**src/rtl/sd_spi_pkg.sv**
```systemverilog
// Shared constants and types for the SD SPI-mode responder and its card model.
package sd_spi_pkg;
  localparam logic [6:0] CRC7_POLY = 7'h09;
  localparam logic [1:0] CMD_START = 2'b01;
  localparam logic [7:0] IDLE_FILL = 8'hFF;
  localparam int         CMD_BYTES = 6;

  typedef enum logic {IDLE, COLLECT} frm_state_e;

  typedef struct packed {
    logic [5:0]  index;
    logic [31:0] arg;
    logic        crc_ok;
  } cmd_t;
endpackage

```
**src/rtl/sd_crc7.sv**
```systemverilog
// One byte of SD CRC7 (x^7+x^3+1), MSB first, purely combinational.
module sd_crc7
  import sd_spi_pkg::*;
(
  input  logic [6:0] crc_i,
  input  logic [7:0] byte_i,
  output logic [6:0] crc_o
);
  always_comb begin
    logic [6:0] c;
    logic       fb;
    c  = crc_i;
    fb = 1'b0;
    for (int i = 7; i >= 0; i--) begin
      fb = c[6] ^ byte_i[i];
      c  = {c[5:0], 1'b0};
      if (fb) c = c ^ CRC7_POLY;
    end
    crc_o = c;
  end
endmodule

```
**src/rtl/sd_spi_responder.sv**
```systemverilog
// SPI mode-0 card-side responder: byte shifter, SD command framer and MISO TX FIFO.
module sd_spi_responder
  import sd_spi_pkg::*;
#(
  parameter int TX_DEPTH  = 8,
  parameter bit CHECK_CRC = 1'b1
) (
  input  logic                      clk,
  input  logic                      nRESET,
  input  logic                      spi_cs,
  input  logic                      spi_sck,
  input  logic                      spi_di,
  output logic                      spi_do,
  output logic [7:0]                rx_byte,
  output logic                      rx_strobe,
  output logic                      cmd_valid,
  output logic [5:0]                cmd_index,
  output logic [31:0]               cmd_arg,
  output logic                      cmd_crc_ok,
  input  logic [7:0]                tx_data,
  input  logic                      tx_write,
  input  logic                      tx_flush,
  output logic                      tx_full,
  output logic [$clog2(TX_DEPTH):0] tx_level
);
  localparam int AW = $clog2(TX_DEPTH);
  localparam int LW = AW + 1;

  logic          sck_q, cs_q;
  logic [2:0]    bit_cnt_q;
  logic [6:0]    in_q;
  logic [7:0]    out_q, rx_byte_q;
  logic          rx_strobe_q;
  logic          rise, fall, cs_fall, byte_done, load, push, pop, empty;

  logic [7:0]    mem_q [TX_DEPTH];
  logic [AW-1:0] wptr_q, rptr_q;
  logic [LW-1:0] level_q;

  assign rise      = ~spi_cs & spi_sck & ~sck_q;
  assign fall      = ~spi_cs & ~spi_sck & sck_q;
  assign cs_fall   = ~spi_cs & cs_q;
  assign byte_done = rise & (bit_cnt_q == 3'd7);
  assign load      = cs_fall | byte_done;
  assign empty     = (level_q == '0);
  assign tx_full   = (level_q == LW'(TX_DEPTH));
  assign push      = tx_write & ~tx_full;
  assign pop       = load & ~empty;

  always_ff @(posedge clk or negedge nRESET) begin
    if (!nRESET) begin
      wptr_q  <= '0;
      rptr_q  <= '0;
      level_q <= '0;
    end else if (tx_flush) begin
      wptr_q  <= '0;
      rptr_q  <= '0;
      level_q <= '0;
    end else begin
      if (push) wptr_q <= wptr_q + AW'(1);
      if (pop)  rptr_q <= rptr_q + AW'(1);
      level_q <= level_q + LW'(push) - LW'(pop);
    end
  end

  always_ff @(posedge clk) begin
    if (push && !tx_flush) mem_q[wptr_q] <= tx_data;
  end

  always_ff @(posedge clk or negedge nRESET) begin
    if (!nRESET) begin
      sck_q       <= 1'b0;
      cs_q        <= 1'b1;
      bit_cnt_q   <= '0;
      in_q        <= '0;
      out_q       <= IDLE_FILL;
      rx_byte_q   <= '0;
      rx_strobe_q <= 1'b0;
    end else begin
      sck_q       <= spi_sck;
      cs_q        <= spi_cs;
      rx_strobe_q <= byte_done;
      if (spi_cs) begin
        bit_cnt_q <= '0;
        in_q      <= '0;
        out_q     <= IDLE_FILL;
      end else begin
        if (rise) begin
          in_q      <= {in_q[5:0], spi_di};
          bit_cnt_q <= bit_cnt_q + 3'd1;
        end
        if (byte_done) rx_byte_q <= {in_q, spi_di};
        // The fall right after a byte-completing rise must not shift out the
        // freshly loaded MSB, so only falls inside a byte shift.
        if (load)                          out_q <= pop ? mem_q[rptr_q] : IDLE_FILL;
        else if (fall && bit_cnt_q != '0)  out_q <= {out_q[6:0], 1'b1};
      end
    end
  end

  frm_state_e  state_q, state_d;
  logic [2:0]  cnt_q, cnt_d;
  logic [6:0]  crc_q, crc_d, crc_next;
  logic [5:0]  idx_q, idx_d;
  logic [31:0] arg_q, arg_d;
  cmd_t        cmd_q, cmd_d;
  logic        cmd_valid_q, cmd_valid_d, crc_match;

  sd_crc7 u_crc (
    .crc_i  ((state_q == IDLE) ? 7'h00 : crc_q),
    .byte_i (rx_byte_q),
    .crc_o  (crc_next)
  );

  assign crc_match = CHECK_CRC ? ((rx_byte_q[7:1] == crc_q) && rx_byte_q[0]) : 1'b1;

  always_comb begin
    state_d     = state_q;
    cnt_d       = cnt_q;
    crc_d       = crc_q;
    idx_d       = idx_q;
    arg_d       = arg_q;
    cmd_d       = cmd_q;
    cmd_valid_d = 1'b0;
    if (spi_cs) begin
      state_d = IDLE;
    end else if (rx_strobe_q) begin
      case (state_q)
        IDLE: if (rx_byte_q[7:6] == CMD_START) begin
          state_d = COLLECT;
          idx_d   = rx_byte_q[5:0];
          cnt_d   = 3'd1;
          crc_d   = crc_next;
        end
        COLLECT: if (cnt_q == 3'(CMD_BYTES - 1)) begin
          state_d     = IDLE;
          cmd_valid_d = 1'b1;
          cmd_d       = '{index: idx_q, arg: arg_q, crc_ok: crc_match};
        end else begin
          arg_d = {arg_q[23:0], rx_byte_q};
          crc_d = crc_next;
          cnt_d = cnt_q + 3'd1;
        end
        default: state_d = IDLE;
      endcase
    end
  end

  always_ff @(posedge clk or negedge nRESET) begin
    if (!nRESET) begin
      state_q     <= IDLE;
      cnt_q       <= '0;
      crc_q       <= '0;
      idx_q       <= '0;
      arg_q       <= '0;
      cmd_q       <= '0;
      cmd_valid_q <= 1'b0;
    end else begin
      state_q     <= state_d;
      cnt_q       <= cnt_d;
      crc_q       <= crc_d;
      idx_q       <= idx_d;
      arg_q       <= arg_d;
      cmd_q       <= cmd_d;
      cmd_valid_q <= cmd_valid_d;
    end
  end

  assign spi_do     = out_q[7];
  assign rx_byte    = rx_byte_q;
  assign rx_strobe  = rx_strobe_q;
  assign cmd_valid  = cmd_valid_q;
  assign cmd_index  = cmd_q.index;
  assign cmd_arg    = cmd_q.arg;
  assign cmd_crc_ok = cmd_q.crc_ok;
  assign tx_level   = level_q;
endmodule

```
**config.mk**
```make
export PLATFORM = sky130hd
export DESIGN_NAME = sd_spi_responder
export DESIGN_NICKNAME = d
export VERILOG_FILES = /design/src/rtl/sd_spi_pkg.sv /design/src/rtl/sd_crc7.sv /design/src/rtl/sd_spi_responder.sv
export SDC_FILE = /design/constraint.sdc
export NUM_CORES = 1
export LEC_CHECK = 0
export ABC_AREA = 1
export CAP_MARGIN = 5
export CELL_PAD_IN_SITES_DETAIL_PLACEMENT = 1
export CELL_PAD_IN_SITES_GLOBAL_PLACEMENT = 1
export CORE_ASPECT_RATIO = 1.2
export CORE_MARGIN = 1
export CORE_UTILIZATION = 45
export CTS_CLUSTER_SIZE = 40
export DETAILED_ROUTE_END_ITERATION = 12
export MAX_ROUTING_LAYER = met4
export PLACE_DENSITY_LB_ADDON = 0.05
export SLEW_MARGIN = 20
export SYNTH_ARGS = -nofsm -noshare
export SYNTH_HDL_FRONTEND = slang
export SYNTH_SLANG_ARGS = --single-unit
```
**constraint.sdc**
```tcl
create_clock -name clk -period 2.7 [get_ports clk]
set_input_delay 0.54 -clock clk [delete_from_list [all_inputs] [get_ports clk]]
set_output_delay 0.54 -clock clk [all_outputs]
set_load 0.02 [all_outputs]
```
==> results of run 1 <==
[worst max-delay path, cell delays in order, from the launching register on]
cell and delay, ns:
dfrtp_1 0.38, inv_1 0.11, ha_1 0.15, nand3_1 0.14, inv_1 0.08, clkdlybuf4s50_1 0.60
[sequential cells by signal, summed over array words and instances, names as in the netlist, 3 cells and up]
name,flops
arg_q,32
bit_cnt_q,3
cmd_arg,32
cmd_index,6
cnt_q,3
crc_q,7
idx_q,6
in_q,7
mem_q,64
out_q,8
rptr_q,3
rx_byte,8
tx_level,4
wptr_q,3
[cell type report]
class	count	area share [%]
multi-input combinational	527	25.5
sequential	192	53.1
inverter	84	3.26
clock inverter	15	1.54
timing repair buffer	90	9.27
tap	220	2.85
clock buffer	17	4.40
[synthesized netlist by cell type]
master / count
buf_2: 21
nand4_1: 3
clkbuf_1: 7
buf_1: 1
a21oi_4: 1
xnor2_1: 4
clkinv_1: 2
dfrtp_1: 119
nor2_1: 39
nand4_4: 1
fa_1: 1
inv_2: 3
ha_1: 13
nand2_1: 254
inv_1: 79
a211oi_1: 2
nand2_2: 2
o31ai_1: 1
a31oi_1: 1
or2_0: 1
buf_4: 2
o21ai_0: 83
edfxtp_1: 64
o22ai_1: 7
dfstp_2: 9
a21oi_1: 11
nor2_2: 1
buf_6: 1
xor2_1: 2
nand3_1: 95
nand3b_1: 1
o21ai_1: 4
[layer usage]
| layer | track usage, % | part of all wire (%) | up-vias |
|---|---|---|---|
| met1 | 26.2 | 42 | 2930 |
| met5 | - | 0 | - |
| li1 | - | - | 2877 |
| met3 | 3.87 | 2.6 | 34 |
| met4 | 9.10 | 2.2 | 0 |
| met2 | 40.4 | 53 | 98 |
[kinds of logic (layout without fill, tap and decap cells)]
| kind of cell | count (synthesis) | count (layout) |
|---|---|---|
| adders and majority gates | 14 | 14 |
| xor gates and xnor gates | 6 | 6 |
| and+or+nand+nor | 397 | 397 |
| DFF | 192 | 192 |
| AOI/OAI and AO/OA | 110 | 110 |
| buffers and inverters | 116 | 206 |
[power breakdown]
part           switching, mW  total, mW  internal, mW
clock                   1.17       2.47          1.30
sequential            0.0450       3.14          3.09
combinational          0.512      0.788         0.276
total                   1.72       6.40          4.67
[worst max-delay path by stage]
stage / to / slack [ns] / cells after the start
after floorplan: tx_level[2]$_DFF_PN0_ / 0.40 / 11
after global placement: tx_level[1]$_DFF_PN0_ / 0.04 / 10
after detailed placement: tx_level[1]$_DFF_PN0_ / -0.06 / 10
after CTS: tx_full / 0.22 / 5
final: tx_full / 0.26 / 5
after global routing: tx_full / 0.13 / 5
[stage by stage]
| step | instances | utilization, % | setup TNS, ns |
|---|---|---|---|
| 5_1_grt | 1145 | 55.0 | 0 |
| 3_3_place_gp | 1113 | 51.7 | 0 |
| 3_5_place_dp | 1113 | 51.7 | -0.0929 |
| 6_report | 1145 | 55.0 | 0 |
| 2_1_floorplan | 835 | - | 0 |
| 4_1_cts | 1145 | 55.0 | 0 |
==> results.md, run 1 <==
* Status: finished, final reports clean
* Die area at 18,500 sq um
* Fraction of layout cells with a size suffix above 1 at 7.68%
* RR Endpoint: tx_level[1]$_DFF_PN0_
* Count of final hold-check violations at 0
* Critical path startpoint: tx_level[2]$_DFF_PN0_
* Syn Inst Count at 835
* Total wire length at 19,100 um
* Maximum VDD drop at 445 uV
* Vias at 5,939
* FF+latch area at 5140 sq um
* Final setup margin at 0.264 ns
* Worst Path Max Fanout at 3
* Simple-gate share of the synthesized area at 20.4%
* Nets at 941
* CTS tree: yes
* Maximum operating frequency at 411 MHz
* Arrival time at the worst endpoint at 1.90 ns
* Die Y at 149 um
* Diodes inserted at 0
* Fin Hold WS at 0.0961 ns
* Tcrit/Tclk final at 90.2%
* Area leader, netlist: dfrtp_1
* Vias in the first global route at 6,312
* Dominant cells by area after synthesis: dfrtp_1 37%, edfxtp_1 24%, nand2_1 12%, nand3_1 5.9%, o21ai_0 5.1%
* Synth Warn # at 0
* Yosys cell types at 32
* Setup violators final at 0
* Worst-Skew Late Latency at 0.43 ns
* Slew HR at 61.9%
* Initial antenna violation count at 0
* Worst-Margin Slew at 0.572 ns
* Synth Area in XOR/XNOR at 0.651%
* Boundary pin count at 70
* Commonest cells after routing, fill and taps aside: 254 x nand2_1, 119 x dfrtp_1, 94 x nand3_1, 83 x o21ai_0, 79 x inv_1
* Synth Area in Adders at 2.26%
* Flops & latches, synth at 192
* Instance area at placement at 9090 sq um
* IO Port Bufs at 69
* First DRT Iteration DRCs at 281
* CTS clk-pin slew, worst paths at 0.07 ns
* CTS root buffer: clkbuf_16
* CTS Buf Count at 17
* Most common cell after layout, fill and taps aside: nand2_1
* Synth Cell Area at 8080 sq um
* Syn avg cell area at 9.67 sq um
* Routability congestion estimate at 0.817
* Multi-input logic area at 2470 sq um
* Yosys top cell area share at 36.9%
* RR Startpoint: tx_level[2]$_DFF_PN0_
* Final min period at 2.44 ns
* Pwr Density at 662 nW/um^2
* Syn-to-layout area delta at 19.7%
* HP Class: in -> async
* CTS Sinks at 192
* Design area at 9660 sq um
* CP startpoint kind: register
* RSZ-0062 raised after global routing: no
* # H-tree levels at 4
* Worst EP required at 2.16 ns
* Via density at 5.19
* Worst R2R Path Depth at 11
* Drt pass-1 iters at 4
* Leakage power at 4.22 nW
* # fillers at 1,957
* Max_cap viols at 0
* Post-CTS Resized at 0
* Initial Util at 46.0%
* Multiplexer share of the synthesized area at 0%
* Power, Total at 6.40 mW
* Post-CTS Setup Inserts at 0
* R2r setup slk at 0.37 ns
* Skew final at 0.00699 ns
* Gr usage total at 23.0%
* Synth Area in Compound Gates at 7.17%
* Core box area at 17,600 sq um
* CTS max path bufs at 2
* Critical path type: reg -> out
* GRT Residual Overflow at 0
* # hold bufs at CTS at 0
* Drt drc at 0
* CP endpoint kind: primary output
* Dpl ws at -0.0579 ns
* Register area share after synthesis at 63.6%
* Pins over their slew limit at 0
* DPL Wire Length at 13,300 um
* First-pass GRT wire length at 32,200 um
* Core Rows at 53
* Largest net degree at the start of global routing at 67
* DRT antenna net count at 0
* Routed len/inst at 16.7 um
* Die Wd at 124 um
* Syn Nets at 864
* Largest family of logic cells by synthesized area: simple AND/OR/NAND/NOR gates
Power figures use the tool's default switching activity.
==> run 2, diff against run 1 <==
--- a/config.mk
+++ b/config.mk
@@ -12,10 +12,11 @@
 export CORE_ASPECT_RATIO = 1.2
 export CORE_MARGIN = 1
 export CORE_UTILIZATION = 45
-export CTS_CLUSTER_SIZE = 40
+export CTS_CLUSTER_SIZE = 28
 export DETAILED_ROUTE_END_ITERATION = 12
 export MAX_ROUTING_LAYER = met4
 export PLACE_DENSITY_LB_ADDON = 0.05
+export SKIP_LAST_GASP = 1
 export SLEW_MARGIN = 20
 export SYNTH_ARGS = -nofsm -noshare
 export SYNTH_HDL_FRONTEND = slang
==> results of run 2 <==
Same layout as run 1: the final DEF is identical, and so are final timing and power.
==> run 3, diff against run 2 <==
--- a/config.mk
+++ b/config.mk
@@ -16,7 +16,6 @@
 export DETAILED_ROUTE_END_ITERATION = 12
 export MAX_ROUTING_LAYER = met4
 export PLACE_DENSITY_LB_ADDON = 0.05
-export SKIP_LAST_GASP = 1
 export SLEW_MARGIN = 20
 export SYNTH_ARGS = -nofsm -noshare
 export SYNTH_HDL_FRONTEND = slang
==> results of run 3 <==
Same layout as run 1: the final DEF is identical, and so are final timing and power.
